==> src/rtl/fetch_unit.sv <==
// Instruction fetch: one outstanding IMEM request at a time, feeding a DEPTH-entry in-order buffer.
// Latency: an acked word reaches the head the next cycle; head outputs come straight from registers.
// Backpressure: no request while the buffer is full; a taken branch flushes the buffer and redirects.
module fetch_unit #(
    parameter logic [31:0] RESET_PC = 32'h0000_0000,
    parameter int          DEPTH    = 2
) (
    input  logic        CLK,
    input  logic        RST_N,
    output logic        IMEM_Req,
    output logic [31:0] IMEM_Addr,
    input  logic        IMEM_Ack,
    input  logic [31:0] IMEM_Data,
    input  logic        BR_Taken,
    input  logic [31:0] BR_Target,
    output logic        Out_Valid,
    output logic [31:0] Out_Ins,
    output logic [31:0] Out_PC4,
    input  logic        In_Ready
);
    typedef enum logic [1:0] {IDLE, FETCH, STALL, DRAIN} state_t;

    localparam logic [2:0] DEPTH_C  = 3'(DEPTH);
    localparam logic [1:0] LAST_IDX = 2'(DEPTH - 1);

    state_t      state_q, state_d;
    logic [31:0] pc_q;
    logic [31:0] ins_q [4];
    logic [31:0] pc4_q [4];
    logic [1:0]  rd_ptr_q, wr_ptr_q;
    logic [2:0]  count_q, count_after;
    logic        push, pop;

    function automatic logic [1:0] ptr_inc(input logic [1:0] p);
        return (p == LAST_IDX) ? 2'd0 : p + 2'd1;
    endfunction

    // A redirect overrides both the incoming word and any pop in the same cycle.
    assign push        = (state_q == FETCH) && IMEM_Ack && !BR_Taken;
    assign pop         = Out_Valid && In_Ready && !BR_Taken;
    assign count_after = count_q + 3'(push) - 3'(pop);

    always_ff @(posedge CLK) begin
        if (!RST_N) begin
            state_q <= IDLE;
        end else begin
            state_q <= state_d;
        end
    end

    always_comb begin
        state_d = state_q;
        case (state_q)
            IDLE: state_d = FETCH;
            FETCH: begin
                if (BR_Taken) begin
                    // Without a same-cycle ack the old request is still in flight.
                    state_d = IMEM_Ack ? FETCH : DRAIN;
                end else if (IMEM_Ack) begin
                    state_d = (count_after < DEPTH_C) ? FETCH : STALL;
                end
            end
            STALL: begin
                if (BR_Taken || (count_after < DEPTH_C)) begin
                    state_d = FETCH;
                end
            end
            DRAIN: begin
                if (IMEM_Ack) begin
                    state_d = FETCH;
                end
            end
            default: state_d = IDLE;
        endcase
    end

    always_comb begin
        IMEM_Req  = 1'b0;
        IMEM_Addr = 32'h0;
        if (state_q == FETCH) begin
            IMEM_Req  = 1'b1;
            IMEM_Addr = pc_q;
        end
    end

    assign Out_Valid = (count_q != 3'd0);
    assign Out_Ins   = ins_q[rd_ptr_q];
    assign Out_PC4   = pc4_q[rd_ptr_q];

    always_ff @(posedge CLK) begin
        if (!RST_N) begin
            pc_q     <= RESET_PC & 32'hFFFF_FFFC;
            rd_ptr_q <= 2'd0;
            wr_ptr_q <= 2'd0;
            count_q  <= 3'd0;
            for (int i = 0; i < 4; i++) begin
                ins_q[i] <= 32'h0;
                pc4_q[i] <= 32'h0;
            end
        end else if (BR_Taken) begin
            pc_q     <= BR_Target & 32'hFFFF_FFFC;
            rd_ptr_q <= 2'd0;
            wr_ptr_q <= 2'd0;
            count_q  <= 3'd0;
        end else begin
            if (push) begin
                ins_q[wr_ptr_q] <= IMEM_Data;
                pc4_q[wr_ptr_q] <= pc_q + 32'd4;
                wr_ptr_q        <= ptr_inc(wr_ptr_q);
                pc_q            <= pc_q + 32'd4;
            end
            if (pop) begin
                rd_ptr_q <= ptr_inc(rd_ptr_q);
            end
            count_q <= count_after;
        end
    end
endmodule
==> config.mk <==
export PLATFORM = sky130hd
export DESIGN_NAME = fetch_unit
export DESIGN_NICKNAME = d
export VERILOG_FILES = /design/src/rtl/fetch_unit.sv
export SDC_FILE = /design/constraint.sdc
export NUM_CORES = 1
export LEC_CHECK = 0
export ABC_AREA = 1
export CORE_ASPECT_RATIO = 0.9
export CORE_MARGIN = 2
export CORE_UTILIZATION = 35
export CTS_BUF_LIST = sky130_fd_sc_hd__clkbuf_16
export CTS_CLUSTER_SIZE = 20
export DETAILED_ROUTE_END_ITERATION = 8
export SYNTH_ARGS = -nofsm -noshare
export SYNTH_HDL_FRONTEND = slang
export SYNTH_SLANG_ARGS = --single-unit
==> constraint.sdc <==
create_clock -name CLK -period 7.7 [get_ports CLK]
set_input_delay 1.925 -clock CLK [delete_from_list [all_inputs] [get_ports CLK]]
set_output_delay 1.925 -clock CLK [all_outputs]
set_load 0.01 [all_outputs]
After elaboration in Yosys (flattened, before gate mapping)
Memories as Yosys holds them, arrays and structs flattened. A register that Yosys moved wholly into a read port is not among the register bits.
Cells that the tools add are included.
{"block": "word_totals", "register_bits": 41, "mem_bits_rw": 256, "input_bits": 69, "out_inout_bits": 98, "wordCells": 64, "n_memories": 2}
{"block": "classes", "add_sub_neg": 5, "n_lt_le_gt_ge": 1, "eq_ne": 8, "muxes": 28, "bitwise": 1, "reduce_logical": 13}
{"memory": "ins_q", "depth": 4, "word_bits": 32, "rd": 1, "rd_ports_with_merged_regs": 1, "wr": 4, "line": "28", "text": "logic [31:0] ins_q [4];"}
{"memory": "pc4_q", "depth": 4, "word_bits": 32, "rd": 1, "rd_ports_with_merged_regs": 1, "wr": 4, "line": "29", "text": "logic [31:0] pc4_q [4];"}
{"cell": "$mux 32", "count": 5}
{"cell": "$reduce_or 32->1", "count": 2}
{"cell": "$add 32x3->32 const B", "count": 1}
{"cell": "$mux 2", "count": 14}
{"cell": "$mux 1", "count": 8}
{"cell": "$pmux 2 s4", "count": 1}
{"cell": "$eq 2x1->1 const B", "count": 3}
{"cell": "$add 2x1->2 const B", "count": 2}
{"cell": "$eq 2x2->1 const B", "count": 2}
{"cell": "$logic_and 1x1->1", "count": 4}
{"cell": "$ne 2x2->1 const B", "count": 2}
{"cell": "$add 3x1->3", "count": 1}
{"cell": "$lt 3x2->1 const B", "count": 1}
{"cell": "$ne 3x3->1 const B", "count": 1}
{"cell": "$reduce_and 3->1", "count": 1}
{"cell": "$reduce_bool 3->1", "count": 1}
{"cell": "$sub 3x1->3", "count": 1}
{"cell": "$logic_not 2->1", "count": 1}
{"cell": "$reduce_bool 2->1", "count": 1}
{"cell": "$reduce_or 2->1", "count": 1}
{"cell": "$logic_not 1->1", "count": 1}
{"cell": "$logic_or 1x1->1", "count": 1}
{"cell": "$not 1->1", "count": 1}

Longest topological paths before layout
{"block": "depth", "word_depth": 10, "ltp_mapped": 22, "depth_no_buf": 22}

Worst setup path after synthesis
Ideal clock, no wire load.
{"block": "synth_timing", "kind": "input port to flip-flop", "start": "input IMEM_Ack", "end": "memory ins_q[3][0], enable pin", "setup_ns": 0.567, "arrival_time_ns": 6.933, "required_ns": 7.133, "path_slack_ns": 0.200, "stages": 7, "path_buffers": 1, "path_cell_list": "inv_1 > nor2_4 > inv_2 > nor2_1 > buf_4 > nand2_1 > o21ai_0"}
{"item": "from (decl)", "line": "12", "text": "input logic IMEM_Ack,"}
{"item": "to (decl)", "line": "28"}

==> results.yml <==
die:
  fp.dieH_microns: 190
  start_util: 0.358
  dieArea_sq_um: 39900
  die_w_microns: 210
  num_io_pins: 167
  core-area_sq_um: 37500
  rows: 67
critical_path:
  critical_path_class: "reg2out"
  regToRegEndpoint: "pc4_q[1][30]$_SDFFCE_PN0P_"
  crit_path_max_incr_delay_ns: 0.81
  reg2reg_from: "state_q[1]$_SDFFE_PN0P_"
  reg2regPathDepth: 8
  endpoint_kind: "output pin"
  worstSetupStartpointType: "flip-flop"
  slowest_stage: "clkinv_2"
  crit_arrival_ns: 3.61
  crit_path_max_fanout: 64
  r2r_setup_slack_ns: 4.38
  cp.required_ns: 5.78
  cp_cell_sequence: "clkinv_2 > buf_4 > o21ai_0 > o22ai_1 > clkdlybuf4s50_1"
placed_design:
  globalplace.congestion: 0.925
  port_buffers: 160
  dpl.hpwl_mm: 22.1
  pre_cts_ws_ns: 1.80
clocking:
  cts_hold_buf: 0
  cts_buffer_depth: 3
  cts_tree: "yes"
  cts_setup_buffers: 0
  cts_resized: 0
  ctsRootBufferMaster: "clkbuf_16"
  clock_latency_ns: 0.50
  clkTransAtPathRegs_ns: 0.05
  cts_buffers: 34
  h-tree-depth: 2
  cts_sinks: 289
synthesis:
  synth_cell_types: 35
  syn_avg_cell_area_sq_um: 9.33
  yosysSeqAreaShare: 0.617
  synth_seq_cells: 289
  yosys.area.top_type: "edfxtp_1"
  async_reset_ff_frac: 0
  ys_top_cells_by_count: "nor2_1 (416), edfxtp_1 (248), nand2_1 (190)"
  ys.flop_type: "edfxtp_1"
  netlist_area_sq_um: 13400
  synth_most_common_cell: "nor2_1"
  synth_area_leaders: "edfxtp_1 (56%), nor2_1 (12%), dfxtp_1 (6.1%)"
  yosysTopAreaCellShare: 0.556
  synth_cells: 1437
  ys_warn_count: 0
  synth_edf_count: 248
drt:
  drtPass1Iterations: 5
  wl_mm: 37.7
  wire_per_inst_microns: 18.2
  via_per_inst: 4.99
  remaining_drc_errors: 0
  num_vias: 10300
  antenna_left: 0
  drtIter0Drc: 793
pwr:
  peakVddDrop_mv: 0.145
  power_per_cell_area_nw_per_um2: 216
  p_leak_nw: 6.45
grt:
  antenna_found_initial: 0
  grt_pass1_wl_mm: 57.5
  grt_max_degree: 79
  grt_use_total: 0.186
  grt_pass1_vias: 10100
  grt_overflow: 0
timing:
  drv_slew: 0
  timing.fmax_ghz: 0.181
  worst_pin_slew_ns: 1.13
  finalCritPeriodShare: 0.719
  fin_worst_skew_ns: 0.00675
  timing.final.ws_setup_ns: 2.17
  setup-tns-final_ns: 0
  hold_viol_final: 0
  relSlewSlack: 0.245
  rsz0062_at_grt: "no"
  setup_viol: 0
  layout_min_cycle_time_ns: 5.53
cells_and_area:
  antenna_cells: 0
  drive_above_1_share: 0.0629
  finalNetCount: 1638
  syn_to_final_growth_pct: 22.3
run_status:
  outcome: "completed"
hold_path:
  worstHoldPathCells: 2
  min_from: "rd_ptr_q[1]$_SDFFE_PP0N_"
  hold_class: "reg2reg"
flow_run:
  maxCapViolCount: 0
-- worst max-delay path: cells and delay by family, from the launching register on --
kind | cells | cell delay [ns]
compound gates | 2 | 0.40
buf+inv | 3 | 1.92
flops | 1 | 0.70
-- how the worst max path moves through the flow --
| stage | endpoint | slack [ns] |
|---|---|---|
| 5_1_grt | Out_Ins[2] | 1.91 |
| 2_1_floorplan | ins_q[3][0]$_DFFE_PP_ | 0.20 |
| 4_1_cts | Out_Ins[31] | 2.12 |
| 6_report | Out_Ins[31] | 2.17 |
| 3_3_place_gp | pc4_q[1][24]$_SDFFCE_PN0P_ | 1.84 |
| 3_5_place_dp | ins_q[1][22]$_SDFFCE_PN0P_ | 1.80 |
-- layout by cell type, fill, tap and decap left out, types with 5 or more instances in the layout --
| master | instances |
|---|---|
| o21ai_0 | 158 |
| dfxtp_1 | 39 |
| inv_2 | 6 |
| o22ai_1 | 62 |
| inv_1 | 140 |
| clkbuf_16 | 37 |
| nand4_1 | 5 |
| nor2_4 | 7 |
| nor2_1 | 416 |
| buf_4 | 11 |
| clkinv_1 | 8 |
| clkdlybuf4s50_1 | 160 |
| nand3_1 | 24 |
| nand2_1 | 187 |
| nand2_2 | 8 |
| xor2_1 | 6 |
| edfxtp_1 | 248 |
| a21oi_1 | 7 |
| a31oi_1 | 5 |
| nor3_1 | 12 |
| nand2_4 | 7 |
-- state kept, by name, indices dropped and copies added, names as in the netlist, named ones only --
| signal | flops |
|---|---|
| state_q | 2 |
| pc_q | 30 |
| rd_ptr_q | 2 |
| count_q | 3 |
| wr_ptr_q | 2 |
| pc4_q | 120 |
| ins_q | 128 |
-- power breakdown --
group | leakage (nW) | switching [mW] | internal [mW]
Sequential | 2.91 | 0.0268 | 1.76
Clock | 0.535 | 0.613 | 0.858
Combinational | 3.00 | 0.168 | 0.108
-- through the flow --
step | util | power [mW] | instances | cell area [sq um] | hold slack (ns)
4_1_cts | 0.437 | 3.56 | 2072 | 16400 | 0.417
5_1_grt | 0.437 | 3.65 | 2072 | 16400 | 0.452
6_report | 0.437 | 3.53 | 2072 | 16400 | 0.415
3_5_place_dp | 0.410 | 2.10 | 2012 | 15400 | 0.409
3_3_place_gp | 0.410 | 2.09 | 2012 | 15400 | 0.407
2_1_floorplan | - | 1.95 | 1440 | 13400 | 0.402
-- routing by layer --
layer  GRT usage  routed length, microns  vias to the layer above
li1            -                       -                     5010
met1       0.266                   17700                     4932
met2       0.301                   17000                      343
met3      0.0276                    2520                       45
met4      0.0412                     570                        0
met5           0                       0                        -
-- cell families (layout without fill, tap and decap cells) --
logic type,count (synthesis),after routing,share of synthesized area
and+or+nand+nor,679,679,0.210
DFF,289,289,0.617
AOI/OAI and AO/OA,237,237,0.0949
buffers and inverters,218,367,0.0659
xor gates and xnor gates,9,9,0.00756
adders and majority gates,4,4,0.00430
other,1,4,0.000280
-- final cells by class --
class,count,area (sq um)
Inverter,136,512
Sequential cell,289,8270
Tap cell,483,604
Fill cell,3653,21100
Timing Repair Buffer,171,1680
Clock inverter,23,96.3
Clock buffer,37,926
Multi-Input combinational cell,933,4300
Power figures use the tool's default switching activity.
